===== src/rtl/defuzz_centroid.sv =====
// Centroid defuzzifier: accumulates a frame of (mu, x) terms, then divides sum(mu*x) by sum(mu).
// Result is signed Q7.0, truncated toward zero; 0 with out_zero when sum(mu) is 0.
module defuzz_centroid #(
  parameter int MAX_TERMS = 16,
  parameter int GUARD     = $clog2(MAX_TERMS),
  parameter int NUM_W     = 24 + GUARD,
  parameter int DEN_W     = 15 + GUARD
) (
  input  logic              clk,
  input  logic              rst_n,
  input  logic              in_valid,
  output logic              in_ready,
  input  logic [15:0]       in_mu,
  input  logic signed [7:0] in_x,
  input  logic              in_last,
  output logic              out_valid,
  input  logic              out_ready,
  output logic [7:0]        out_y,
  output logic              out_zero,
  output logic              out_ovf
);

  localparam int CNT_W = GUARD + 1;
  localparam int DCW   = $clog2(NUM_W + 1);

  typedef enum logic [1:0] {ACC, DIV, DONE} state_t;

  state_t                   state;
  logic signed [NUM_W-1:0]  num;
  logic [DEN_W-1:0]         den;
  logic [CNT_W-1:0]         cnt;
  logic                     ovf;
  logic                     neg;
  logic [NUM_W-1:0]         dq;
  logic [DEN_W-1:0]         rem;
  logic [DCW-1:0]           div_cnt;

  logic [15:0]              mu_c;
  logic signed [24:0]       prod;
  logic                     cnt_full;
  logic signed [NUM_W-1:0]  num_next;
  logic [DEN_W-1:0]         den_next;
  logic [NUM_W-1:0]         num_mag;
  logic [DEN_W:0]           rem_sh;
  logic                     take;
  logic [DEN_W-1:0]         rem_sub;
  logic [7:0]               q8;
  logic [7:0]               y_fin;

  assign in_ready  = (state == ACC);
  assign out_valid = (state == DONE);

  always_comb begin
    mu_c     = (in_mu > 16'h7FFF) ? 16'h7FFF : in_mu;
    prod     = $signed({1'b0, mu_c}) * in_x;
    cnt_full = (cnt == CNT_W'(MAX_TERMS));
    // Terms beyond MAX_TERMS are handshaken but leave the accumulators untouched
    num_next = cnt_full ? num : num + NUM_W'(prod);
    den_next = cnt_full ? den : den + DEN_W'(mu_c);
    num_mag  = num_next[NUM_W-1] ? NUM_W'(-num_next) : NUM_W'(num_next);

    // One restoring-division step: shift in the next dividend bit, subtract if it fits
    rem_sh   = {rem, dq[NUM_W-1]};
    take     = (rem_sh >= {1'b0, den});
    rem_sub  = DEN_W'(rem_sh - {1'b0, den});

    if (neg) begin
      q8    = (dq > NUM_W'(128)) ? 8'd128 : dq[7:0];
      y_fin = -q8;
    end else begin
      q8    = (dq > NUM_W'(127)) ? 8'd127 : dq[7:0];
      y_fin = q8;
    end
  end

  always_ff @(posedge clk or negedge rst_n) begin
    if (!rst_n) begin
      state    <= ACC;
      num      <= '0;
      den      <= '0;
      cnt      <= '0;
      ovf      <= 1'b0;
      neg      <= 1'b0;
      dq       <= '0;
      rem      <= '0;
      div_cnt  <= '0;
      out_y    <= '0;
      out_zero <= 1'b0;
      out_ovf  <= 1'b0;
    end else begin
      case (state)
        ACC: begin
          if (in_valid) begin
            num <= num_next;
            den <= den_next;
            if (cnt_full) ovf <= 1'b1;
            else          cnt <= cnt + CNT_W'(1);
            if (in_last) begin
              if (den_next == '0) begin
                state    <= DONE;
                out_y    <= '0;
                out_zero <= 1'b1;
                out_ovf  <= ovf | cnt_full;
              end else begin
                state   <= DIV;
                dq      <= num_mag;
                rem     <= '0;
                div_cnt <= '0;
                neg     <= num_next[NUM_W-1];
              end
            end
          end
        end
        DIV: begin
          // NUM_W shift cycles followed by one cycle to sign and clamp the quotient
          if (div_cnt == DCW'(NUM_W)) begin
            state    <= DONE;
            out_y    <= y_fin;
            out_zero <= 1'b0;
            out_ovf  <= ovf;
          end else begin
            dq      <= {dq[NUM_W-2:0], take};
            rem     <= take ? rem_sub : rem_sh[DEN_W-1:0];
            div_cnt <= div_cnt + DCW'(1);
          end
        end
        DONE: begin
          if (out_ready) begin
            state <= ACC;
            num   <= '0;
            den   <= '0;
            cnt   <= '0;
            ovf   <= 1'b0;
          end
        end
        default: state <= ACC;
      endcase
    end
  end

endmodule


===== config.mk =====
export PLATFORM = sky130hd
export DESIGN_NAME = defuzz_centroid
export DESIGN_NICKNAME = d
export VERILOG_FILES = /design/src/rtl/defuzz_centroid.sv
export SDC_FILE = /design/constraint.sdc
export NUM_CORES = 1
export LEC_CHECK = 0
export CELL_PAD_IN_SITES_DETAIL_PLACEMENT = 1
export CELL_PAD_IN_SITES_GLOBAL_PLACEMENT = 2
export CORE_MARGIN = 3
export CORE_UTILIZATION = 43
export DETAILED_ROUTE_END_ITERATION = 10
export PLACE_DENSITY_LB_ADDON = 0.08
export REMOVE_ABC_BUFFERS = 1
export SYNTH_ARGS = -nofsm -noshare
export SYNTH_HDL_FRONTEND = slang
export SYNTH_SLANG_ARGS = --single-unit

===== constraint.sdc =====
create_clock -name clk -period 12.6 [get_ports clk]
set_input_delay 1.89 -clock clk [delete_from_list [all_inputs] [get_ports clk]]
set_output_delay 1.89 -clock clk [all_outputs]
set_load 0.01 [all_outputs]

== Word level (Yosys, flattened, before mapping) ==
Index checks and enable logic that the tools add are counted.

* Bits of input ports: 29
* Output and inout port bits: 12
* Logic and storage cells: 108
* Flip-flop bits (word level): 118

* Multipliers: 1
* Bitwise operators: 2
* $lt $le $gt $ge: 4
* Add/subtract/negate cells: 7
* Equality and inequality tests: 13
* Reductions and logical operators: 11
* Muxes and demuxes: 58

{| class="wikitable"
|+ Operators by type and width
! kind !! count
|-
| $mux 28 || 8
|-
| $mux 19 || 8
|-
| $pmux 28 s2 || 2
|-
| $pmux 19 s2 || 2
|-
| $mux 8 || 7
|-
| $mux 5 || 7
|-
| $add 28x25->28 || 1
|-
| $gt 28x7->1 const B || 1
|-
| $gt 28x8->1 const B || 1
|-
| $neg 28->28 || 1
|-
| $mul 17x8->25 || 1
|-
| $ge 20x19->1 || 1
|-
| $pmux 5 s2 || 2
|-
| $add 19x16->19 || 1
|-
| $logic_not 19->1 || 1
|-
| $sub 19x19->19 || 1
|-
| $gt 16x15->1 const B || 1
|-
| $mux 16 || 1
|-
| $pmux 8 s2 || 1
|-
| $reduce_and 4->1 || 4
|-
| $mux 1 || 11
|-
| $add 5x1->5 const B || 2
|-
| $eq 5x5->1 const B || 2
|-
| $mux 2 || 5
|-
| 13 further kinds || 24
|}

== Longest topological paths before layout ==
Gate-level depths: netlist (run 1).

* Depth after elaboration: 11
* Gate-level depth with buffers: 26

== Least setup slack after synthesis (run 1) ==
OpenSTA, ideal clock, no wires.

* Path type: input -> register
* Start point: in in_mu[15]
* End point: reg dq[1]
* Arrival: 7.536 ns
* Slack: 4.938 ns
* Cell stages on the path: 22
* Library setup time: 0.126 ns
* Cell sequence: clkbuf_1 > nor2_1 > inv_1 > nand2_1 > fa_1 > fa_1 > inv_1 > fa_1 > fa_1 > fa_1 > ha_1 > o211ai_1 > o211ai_1 > nand2_1 > a21oi_2 > a211oi_1 > o311a_1 > o21ai_2 > xor2_2 > buf_6 > a211oi_1 > a221o_1

* Word-level cells in the longest chain between the ends: 11

{| class="wikitable"
|+ Ends and longest elaborated chain
! what !! line !! text
|-
| from (decl) || 13 || <nowiki>input logic [15:0] in_mu,</nowiki>
|-
| $gt 16x15->1 || 54 || <nowiki>mu_c = (in_mu > 16'h7FFF) ? 16'h7FFF : in_mu;</nowiki>
|-
| $mux 16 (*) || 54 ||
|-
| $mul 17x8->25 || 55 || <nowiki>prod = $signed({1'b0, mu_c}) * in_x;</nowiki>
|-
| $add 28x25->28 || 58 || <nowiki>num_next = cnt_full ? num : num + NUM_W'(prod);</nowiki>
|-
| $mux 28 || 58 ||
|-
| $neg 28->28 || 60 || <nowiki>num_mag = num_next[NUM_W-1] ? NUM_W'(-num_next) : NUM_W'(num_next);</nowiki>
|-
| $mux 28 || 60 ||
|-
| $mux 28 || 99 || <nowiki>if (den_next == '0) begin</nowiki>
|-
| $mux 28 || 98 || <nowiki>if (in_last) begin</nowiki>
|-
| $mux 28 || 93 || <nowiki>if (in_valid) begin</nowiki>
|-
| $pmux 28 s2 || 91 || <nowiki>case (state)</nowiki>
|-
| to (signal assigned) || 106 || <nowiki>dq <= num_mag;</nowiki>
|-
| to (signal assigned) || 122 || <nowiki>dq <= {dq[NUM_W-2:0], take};</nowiki>
|-
| to (decl) || 34 || <nowiki>logic [NUM_W-1:0] dq;</nowiki>
|}

Every way passes the cells marked *; elsewhere a longest branch is shown, timed or not. The select of a mux whose other input is x is not followed.
A chain may end at the register's enable or synchronous reset.

== Final worst setup path (run 1) ==
Ends and elaborated chain as after synthesis.

==> summary.md, run 1 <==
| Metric | Value |
|---|---|
| Die height | `183 um` |
| Number of distinct library cells after synthesis | `92` |
| Highest clock rate | `0.110 GHz` |
| Number of CTS-inserted buffers | `17` |
| Worst Setup EP | `dq[1]` |
| WL final | `41500 um` |
| Slew Limit Headroom | `21.6%` |
| FILL cells | `3637` |
| Tightest Pin Transition | `1.17 ns` |
| GRT Util Overall | `25.4%` |
| Core ar. | `30800 um^2` |
| Most frequent cells in the layout | `nand2_1 (148), inv_1 (142), o21ai_0 (118), dfrtp_1 (118), ha_1 (117)` |
| Yosys reg bits | `118` |
| Max stage delay on crit path | `0.76 ns` |
| Clock Tree Buf Depth | `2` |
| Synth Cell Area | `13500 um^2` |
| N_diodes | `0` |
| WP buf/inv | `3` |
| Total gr overflow | `0` |
| CTS tree | `built` |
| Row cnt | `64` |
| Worst Path Max Fanout | `17` |
| Final hold violations | `0` |
| DRT Pass-1 Iters | `5` |
| Total Neg Setup Slack | `0 ns` |
| H-tree levels | `4` |
| CTS Sinks | `118` |
| Sequential fraction of the synthesis area | `21.8%` |
| CP Cell Sequence | `clkdlybuf4s50_1 > nor2_1 > inv_1 > nand2_1 > fa_1 > fa_1 > inv_1 > fa_1 > fa_1 > fa_1 > ha_1 > o211ai_1 > o211ai_1 > nand2_1 > a211oi_1 > o2111ai_1 > a211oi_1 > o21ai_2 > xor2_2 > a211oi_1 > a221o_1` |
| Sequential Area | `2950 um^2` |
| Crit path DAT | `9.37 ns` |
| Largest net degree at the start of global routing | `69` |
| Commonest non-fill, non-tap cell in the layout | `nand2_1` |
| Most Frequent Cell on Critical Path | `fa_1` |
| NumNets Final | `1815` |
| MaxCap Viol Count | `0` |
| Min Tclk post-route | `9.06 ns` |
| Critical path class | `input pin to register` |
| Crit. Startpoint | `in_mu[15]` |
| HP Class | `register to register` |
| CP endpoint kind | `register` |
| Initial antenna violation count | `0` |
| Status | `complete, no violations` |
| Initial Util | `43.9%` |
| Syn avg cell area | `8.69 um^2` |
| R2r setup slk | `6.03 ns` |
| RSZ-0062 raised after global routing | `no` |
| Ys flop type | `dfrtp_1` |
| First-pass GRT wire length | `67200 um` |
| Slew Viols, Final | `0` |
| Worst Clk Skew | `0.0127 ns` |
| HPWL Detailed | `32600 um` |
| Final core utilization | `48.2%` |
| I/O pin count | `41` |
| Post-route clock period utilization | `71.9%` |
| Die X | `183 um` |
| Via count of the routed design | `11324` |
| DR WL/cell | `21.1 um` |
| Worst R2R Start | `num[6]` |
| Post-synth ARST share | `100%` |
| CTS Hold Bufs | `0` |
| Vias per inst | `5.75` |
| Total die area | `33700 um^2` |
| Worst path top cell family by delay | `adder cells` |
| Worst-path clk slew | `0.06 ns` |
| Final Setup Violations | `0` |
| Reg2Reg Capture Point | `dq[1]` |
| DR DRC count | `0` |
| CTS Root Buffer Type | `clkbuf_16` |
| Port bufs | `40` |
| Worst endpoint required time | `12.91 ns` |
| 1st-iter DRT viols | `559` |
| Layout area overhead | `9.77%` |
| Final GP Congestion | `0.864` |
| R2R depth | `20` |
| Clock latency on the worst-skew pair | `0.44 ns` |
| Post-synth EDFFs | `0` |
| PostCTS Resize Cnt | `0` |
| Fraction of layout cells with a size suffix above 1 | `5.72%` |
| Post-CTS setup buffers | `0` |
| Count of warnings emitted by yosys | `0` |
| Number of global-route vias before repair | `11918` |
| Crit-path slowest cell | `xor2_2` |
| Critical path launch point type | `input pin` |
| Antenna-violating nets left | `0` |
| Cells after Synth | `1558` |
| Area of the multi-input gates | `9760 um^2` |
| Worst path depth | `21` |
through the flow:
| step | hold slack, ns | cells | cell area (um^2) | setup slack, ns |
|---|---|---|---|---|
| final | 0.466 | 1969 | 14900 | 3.54 |
| after global routing | 0.479 | 1969 | 14900 | 3.09 |
| after CTS | 0.473 | 1969 | 14900 | 3.53 |
| after detailed placement | 0.458 | 1937 | 14200 | 3.10 |
| after global placement | 0.454 | 1937 | 14200 | 3.31 |
| after floorplan | 0.450 | 1489 | 13200 | 4.82 |
worst register-to-register path, cell delays in order (launching register included):
cell and delay [ns]:
dfrtp_1 0.41, inv_1 0.10, fa_1 0.55, inv_1 0.06, fa_1 0.50, inv_1 0.05
fa_1 0.47, inv_1 0.05, fa_1 0.43, fa_1 0.44, ha_1 0.37, o211ai_1 0.14
o211ai_1 0.50, nand2_1 0.23, a211oi_1 0.31, o2111ai_1 0.17, a211oi_1 0.29, o21ai_2 0.14
xor2_2 0.76, a211oi_1 0.19, a221o_1 0.30
state kept, by name (all words and copies together) (netlist names):
register  flops
den          19
cnt           5
neg           1
div_cnt       5
ovf           1
num          28
out_y         8
out_zero      1
rem          19
state         2
dq           28
out_ovf       1
synthesized netlist by cell type (all sizes together) (10+ instances only):
cell	instances	share of area [%]
a211oi	17	1.1
a21o	24	1.3
a21oi	84	3.2
a22o	18	1.2
a22oi	26	1.4
a31oi	13	0.65
and2	20	0.92
buf	35	1.5
clkbuf	40	1.1
dfrtp	118	22
fa	109	16
ha	117	11
inv	143	4.0
mux2i	25	1.8
nand2	148	4.1
nand3	45	1.7
nand4	13	0.60
nor2	107	3.0
nor2b	59	2.7
nor3	23	0.96
nor4	10	0.51
o211ai	13	0.72
o21ai	131	4.9
o31ai	10	0.69
or2	15	0.69
or3	10	0.46
xnor2	46	3.0
xor2	34	2.3
cell type report:
| cell class | count | area share (%) |
|---|---|---|
| multi-input cells | 1228 | 65.7 |
| flip-flops and latches | 118 | 19.9 |
| inverters | 143 | 3.61 |
| well taps | 396 | 3.33 |
| repair buffers | 52 | 3.28 |
| clock buffers | 18 | 2.89 |
| clock inverters | 14 | 1.35 |
per-layer routing:
layer	vias up	part of all wire, %	GRT usage [%]	wire length [um]
met3	40	2.2	2.39	915
met2	159	50	44.2	20700
met1	5728	46	34.3	19100
li1	5397	-	-	-
met5	-	0	0	0
met4	0	2.0	6.25	827
kinds of logic (layout without fill, tap and decap cells):
family,after synthesis,in the layout,share of synthesized area (%)
mux,27,27,2.01
flops,118,118,21.8
fa+ha+maj,226,226,26.9
buf+inv,218,227,6.56
other cells,2,8,0.0555
compound gates,398,398,19.4
simple gates,489,489,17.9
xor+xnor,80,80,5.28
worst min path at each step:
stage / startpoint / end / slack (ns) / cells past startpoint
floorplan: num[11] / num[11] / 0.45 / 2
global placement: out_y[7] / out_y[7] / 0.45 / 2
detailed placement: out_y[4] / out_y[4] / 0.46 / 2
CTS: out_y[4] / out_y[4] / 0.47 / 2
global route: out_y[4] / out_y[4] / 0.48 / 2
finish: out_y[4] / out_y[4] / 0.47 / 2
Power of run 1 is left out: the tool's default activity adds up to more than one toggle a clock period on the data nets, which glitch-free logic cannot reach.
==> run 2: changes to the inputs <==
--- a/config.mk
+++ b/config.mk
@@ -8,7 +8,7 @@
 export CELL_PAD_IN_SITES_DETAIL_PLACEMENT = 1
 export CELL_PAD_IN_SITES_GLOBAL_PLACEMENT = 2
 export CORE_MARGIN = 3
-export CORE_UTILIZATION = 43
+export CORE_UTILIZATION = 40
 export DETAILED_ROUTE_END_ITERATION = 10
 export PLACE_DENSITY_LB_ADDON = 0.08
 export REMOVE_ABC_BUFFERS = 1
==> constraint.sdc (replaced) <==
create_clock -name clk -period 9.2 [get_ports clk]
set_input_delay 1.38 -clock clk [delete_from_list [all_inputs] [get_ports clk]]
set_output_delay 1.38 -clock clk [all_outputs]
set_load 0.01 [all_outputs]
==> run 2 against run 1 <==
Final cell count grew 2.9%. Setup slack lost 2.6 ns. Clock skew barely moved. Design area is 0.58% higher. Critical path depth is 5 higher. Register-to-register slack got worse by 3.3 ns. First-iteration DRC count increased by 11%. Flip-flop and latch count unchanged. Highest routed layer unchanged.
==> summary.md, run 2 (same netlist as run 1, synthesis figures left out) <==
| Metric | Value |
|---|---|
| H-tree levels | `4 (unchanged)` |
| Final hold violations | `0 (unchanged)` |
| Worst-path clk slew | `0.06 ns (about the same)` |
| MaxCap Viol Count | `0 (unchanged)` |
| Pre-CTS WS | `0.580 ns (was 3.10 ns)` |
| Vias per inst | `5.66 (was 5.75)` |
| Crit. Startpoint | `in_mu[15] (unchanged)` |
| Row cnt | `66 (was 64)` |
| RSZ-0062 raised after global routing | `no (unchanged)` |
| DR WL/cell | `21.2 um (was 21.1 um)` |
| Final core utilization | `45.4% (was 48.2%)` |
| CTS tree | `built (unchanged)` |
| CP endpoint kind | `register (unchanged)` |
| Total Neg Setup Slack | `0 ns (unchanged)` |
| Layout area overhead | `10.4% (was 9.77%)` |
| Clock latency on the worst-skew pair | `0.44 ns (about the same)` |
| Hold Crit Endpoint | `out_y[7] (was out_y[4])` |
| CTS Root Buffer Type | `clkbuf_16 (unchanged)` |
| FILL cells | `3829 (was 3637)` |
| First-pass GRT wire length | `68600 um (was 67200 um)` |
| Critical path launch point type | `input pin (unchanged)` |
| Crit path DAT | `8.58 ns (was 9.37 ns)` |
| PostCTS Resize Cnt | `0 (unchanged)` |
| Initial antenna violation count | `0 (unchanged)` |
| Slew Limit Headroom | `29.9% (was 21.6%)` |
| HP Class | `register to register (unchanged)` |
| Fraction of layout cells with a size suffix above 1 | `6.31% (was 5.72%)` |
| Tightest Pin Transition | `1.04 ns (was 1.17 ns)` |
| HPWL Detailed | `34000 um (was 32600 um)` |
| R2R depth | `23 (was 20)` |
| Die height | `190 um (was 183 um)` |
| Number of global-route vias before repair | `11848 (was 11918)` |
| Port bufs | `40 (unchanged)` |
| Final GP Congestion | `0.832 (was 0.864)` |
| Hold_sp | `out_y[7] (was out_y[4])` |
| Commonest non-fill, non-tap cell in the layout | `nand2_1 (unchanged)` |
| Highest clock rate | `0.121 GHz` |
| Status | `complete, no violations (unchanged)` |
| Number of CTS-inserted buffers | `17 (unchanged)` |
| Regs by FF count | `dq x28, num x28 (unchanged)` |
| Core ar. | `32900 um^2 (was 30800 um^2)` |
| Total die area | `36100 um^2 (was 33700 um^2)` |
| Reg2Reg Capture Point | `dq[25] (was dq[1])` |
| DRT Pass-1 Iters | `5 (unchanged)` |
| Total gr overflow | `0 (unchanged)` |
| Via count of the routed design | `11464 (was 11324)` |
| Initial Util | `41.1% (was 43.9%)` |
| Post-CTS setup buffers | `0 (unchanged)` |
| Worst endpoint required time | `9.55 ns (was 12.91 ns)` |
| Critical path class | `input pin to register (unchanged)` |
| Worst Clk Skew | `0.0127 ns (about the same)` |
| CTS Sinks | `118 (unchanged)` |
| Slew Viols, Final | `0 (unchanged)` |
| CTS Hold Bufs | `0 (unchanged)` |
| I/O pin count | `41 (unchanged)` |
| WL final | `43000 um (was 41500 um)` |
| Hold Path Cell Cnt | `2 (unchanged)` |
| Die X | `190 um (was 183 um)` |
| Final Setup Violations | `0 (unchanged)` |
| R2r setup slk | `2.73 ns (was 6.03 ns)` |
| DR DRC count | `0 (unchanged)` |
| N_diodes | `0 (unchanged)` |
| Worst Path Max Fanout | `15 (was 17)` |
| Worst R2R Start | `num[4] (was num[6])` |
| 1st-iter DRT viols | `618 (was 559)` |
| Most frequent cells in the layout | `nand2_1 (148), inv_1 (142), o21ai_0 (118), dfrtp_1 (118), ha_1 (117) (unchanged)` |
| Min Tclk post-route | `8.23 ns` |
| Antenna-violating nets left | `0 (unchanged)` |
| GRT Util Overall | `24.4% (was 25.4%)` |
| Post-route clock period utilization | `89.5%` |
| Clock Tree Buf Depth | `2 (unchanged)` |
| Final worst slack | `0.968 ns (was 3.54 ns)` |
| Largest net degree at the start of global routing | `61 (was 69)` |
| NumNets Final | `1826 (was 1815)` |
==> run 2: worst max-delay path, stage by stage <==
cell and delay [ns]:
clkdlybuf4s50_1 0.68, nor2_1 0.45, inv_1 0.21, nand2_1 0.15, fa_1 0.45, inv_1 0.09
fa_1 0.43, ha_1 0.30, inv_1 0.05, fa_1 0.52, inv_1 0.05, ha_1 0.27
ha_1 0.21, inv_1 0.07, fa_1 0.43, nand2b_1 0.21, a211oi_1 0.53, nor3_1 0.19
o211ai_1 0.34, xor2_1 0.14, o221ai_1 0.33, nand4b_1 0.26, nor3_2 0.34, a31oi_1 0.16
mux2i_1 0.17, nor3b_2 0.18
==> run 2: stage by stage <==
stage	cell area, um^2	cells	hold slack, ns
after CTS	15000	2026	0.470
after detailed placement	14400	1994	0.458
after global placement	14400	1994	0.454
after floorplan	13200	1489	0.450
final	15000	2026	0.462
after global routing	15000	2026	0.495
==> run 2: final cells by class <==
cell class	count	area, um^2	area share (%)
Timing Repair Buffer	63	571	3.82
Clock inverter	12	129	0.862
Tap cell	442	553	3.70
Sequential cell	118	2950	19.7
Multi-Input combinational cell	1228	9760	65.3
Inverter	143	537	3.59
Clock buffer	20	447	2.99
==> run 2: how the worst max path moves through the flow <==
stage,to,cells past startpoint
floorplan,dq[6],20
global placement,dq[4],22
detailed placement,dq[25],23
CTS,dq[25],23
global route,dq[25],26
finish,dq[25],26
==> run 2: per-layer routing <==
metal	vias up	global-route usage [%]	part of all wire [%]
li1	5416	-	-
met1	5836	35.3	49
met2	167	38.5	46
met3	45	2.84	2.8
met4	0	7.48	2.8
met5	-	0	0
Power of run 2 is left out for the same reason.
==> run 3: changes to the inputs <==
--- a/config.mk
+++ b/config.mk
@@ -9,8 +9,9 @@
 export CELL_PAD_IN_SITES_GLOBAL_PLACEMENT = 2
 export CORE_MARGIN = 3
 export CORE_UTILIZATION = 40
+export CTS_CLUSTER_DIAMETER = 150
 export DETAILED_ROUTE_END_ITERATION = 10
-export PLACE_DENSITY_LB_ADDON = 0.08
+export PLACE_DENSITY_LB_ADDON = 0.1
 export REMOVE_ABC_BUFFERS = 1
 export SYNTH_ARGS = -nofsm -noshare
 export SYNTH_HDL_FRONTEND = slang
==> run 3 against run 2 <==
Design area rose by 0.10%. Largest cell class unchanged. Global-route usage grew 0.096 points. Utilization hardly changed. Die area is the same. Non-clock buffer count down 3. Critical endpoint is now dq[4]. Setup slack worse by 0.17 ns.
==> summary.md, run 3 (same netlist as run 1, synthesis figures left out) <==
| Metric | Value |
|---|---|
| Worst Clk Skew | `0.0105 ns (was 0.0127 ns)` |
| RSZ-0062 raised after global routing | `no (unchanged)` |
| Antenna-violating nets left | `0 (unchanged)` |
| Layout area overhead | `10.5% (was 10.4%)` |
| CTS Root Buffer Type | `clkbuf_16 (unchanged)` |
| I/O pin count | `41 (unchanged)` |
| Most frequent cells in the layout | `nand2_1 (148), inv_1 (142), o21ai_0 (118), dfrtp_1 (118), ha_1 (117) (unchanged)` |
| Min Tclk post-route | `8.40 ns (was 8.23 ns)` |
| Clock latency on the worst-skew pair | `0.44 ns (about the same)` |
| DRT Pass-1 Iters | `5 (unchanged)` |
| DR WL/cell | `21.2 um (about the same)` |
| Critical path launch point type | `input pin (unchanged)` |
| Number of global-route vias before repair | `12159 (was 11848)` |
| Vias per inst | `5.69 (was 5.66)` |
| Crit. Startpoint | `in_mu[15] (unchanged)` |
| HP Class | `register to register (unchanged)` |
| H-tree levels | `4 (unchanged)` |
| First-pass GRT wire length | `69400 um (was 68600 um)` |
| HPWL Detailed | `33700 um (was 34000 um)` |
| CTS Hold Bufs | `0 (unchanged)` |
| Total gr overflow | `0 (unchanged)` |
| CP endpoint kind | `register (unchanged)` |
| Worst endpoint required time | `9.57 ns (was 9.55 ns)` |
| Worst R2R Start | `num[6] (was num[4])` |
| Via count of the routed design | `11506 (was 11464)` |
| Reg2Reg Capture Point | `dq[4] (was dq[25])` |
| Pre-CTS WS | `0.534 ns (was 0.580 ns)` |
| Post-CTS setup buffers | `0 (unchanged)` |
| Crit path DAT | `8.76 ns (was 8.58 ns)` |
| Die X | `190 um (unchanged)` |
| Largest net degree at the start of global routing | `61 (unchanged)` |
| Row cnt | `66 (unchanged)` |
| Initial Util | `41.1% (unchanged)` |
| WL final | `42900 um (was 43000 um)` |
| Tightest Pin Transition | `1.10 ns (was 1.04 ns)` |
| Core ar. | `32900 um^2 (unchanged)` |
| Final hold violations | `0 (unchanged)` |
| 1st-iter DRT viols | `578 (was 618)` |
| Total die area | `36100 um^2 (unchanged)` |
| MaxCap Viol Count | `0 (unchanged)` |
| R2R depth | `21 (was 23)` |
| Critical path class | `input pin to register (unchanged)` |
| R2r setup slk | `2.73 ns (about the same)` |
| Total Neg Setup Slack | `0 ns (unchanged)` |
| Number of CTS-inserted buffers | `17 (unchanged)` |
| Highest clock rate | `0.119 GHz (was 0.121 GHz)` |
| PostCTS Resize Cnt | `0 (unchanged)` |
| Regs by FF count | `dq x28, num x28 (unchanged)` |
| DP Area | `14400 um^2 (about the same)` |
| Commonest non-fill, non-tap cell in the layout | `nand2_1 (unchanged)` |
| Final worst slack | `0.803 ns (was 0.968 ns)` |
| N_diodes | `0 (unchanged)` |
| Slew Viols, Final | `0 (unchanged)` |
| Worst-path clk slew | `0.05 ns (was 0.06 ns)` |
| Status | `complete, no violations (unchanged)` |
| Final Setup Violations | `0 (unchanged)` |
| Initial antenna violation count | `0 (unchanged)` |
| Worst Path Max Fanout | `15 (unchanged)` |
| CTS Sinks | `118 (unchanged)` |
| Final core utilization | `45.4% (about the same)` |
| CTS tree | `built (unchanged)` |
| Fraction of layout cells with a size suffix above 1 | `6.08% (was 6.31%)` |
| Post-route clock period utilization | `91.3% (was 89.5%)` |
| NumNets Final | `1823 (was 1826)` |
| Design area | `15000 um^2 (about the same)` |
| Port bufs | `40 (unchanged)` |
| Die height | `190 um (unchanged)` |
| Worst Setup EP | `dq[4] (was dq[25])` |
| Clock Tree Buf Depth | `2 (unchanged)` |
| Slew Limit Headroom | `26.7% (was 29.9%)` |
| GRT Util Overall | `24.5% (was 24.4%)` |
| Final GP Congestion | `0.821 (was 0.832)` |
| DR DRC count | `0 (unchanged)` |
==> run 3: changes by cell type in the layout (fill, tap and decap cells not counted), sizes merged <==
cell      delta
clkbuf       +1
bufinv       +2
inv          -1
clkinvlp     -2
clkinv       -1
buf          -3
==> run 3: worst min path at each step <==
stage                   from        to  slack [ns]  depth (start not counted)
detailed placement  out_y[7]  out_y[7]        0.46                          2
global placement    out_y[7]  out_y[7]        0.45                          2
finish              out_y[7]  out_y[7]        0.46                          2
floorplan            num[11]   num[11]        0.45                          2
CTS                 out_y[7]  out_y[7]        0.47                          2
global route        out_y[7]  out_y[7]        0.49                          2
==> run 3: worst max-delay path, cell delays in order <==
cell and delay, ns:
clkdlybuf4s50_1 0.81, nor2_1 0.21, inv_1 0.28, nand2_1 0.13, fa_1 0.52, fa_1 0.55, inv_1 0.05, fa_1 0.50
fa_1 0.58, fa_1 0.42, ha_1 0.38, o211ai_1 0.14, o211ai_1 0.47, nand2_1 0.18, a211oi_1 0.40, o2111ai_1 0.18
a21oi_1 0.54, xnor2_1 0.23, nor4b_1 0.19, a2111oi_0 0.38, o21ai_0 0.14, nand2_1 0.08
==> run 3: cell type report <==
cell class,instances,area [um^2]
fill,3844,18000
multi-input combinational,1228,9760
sequential,118,2950
tap,442,553
timing repair buffer,60,548
inverter,143,537
clock buffer,21,460
clock inverter,10,153
==> run 3: layer usage <==
| layer | routed length (um) | vias to the layer above | global-route usage (%) |
|---|---|---|---|
| met5 | 0 | - | 0 |
| met4 | 935 | 0 | 6.54 |
| met3 | 1060 | 34 | 2.99 |
| met2 | 20300 | 140 | 39.7 |
| met1 | 20700 | 5926 | 34.8 |
| li1 | - | 5406 | - |
==> run 3: stage by stage <==
stage	instances	hold slack, ns
after floorplan	1489	0.450
after global placement	1991	0.452
after detailed placement	1991	0.457
after CTS	2022	0.470
after global routing	2022	0.494
final	2022	0.464
Power of run 3 is left out for the same reason.
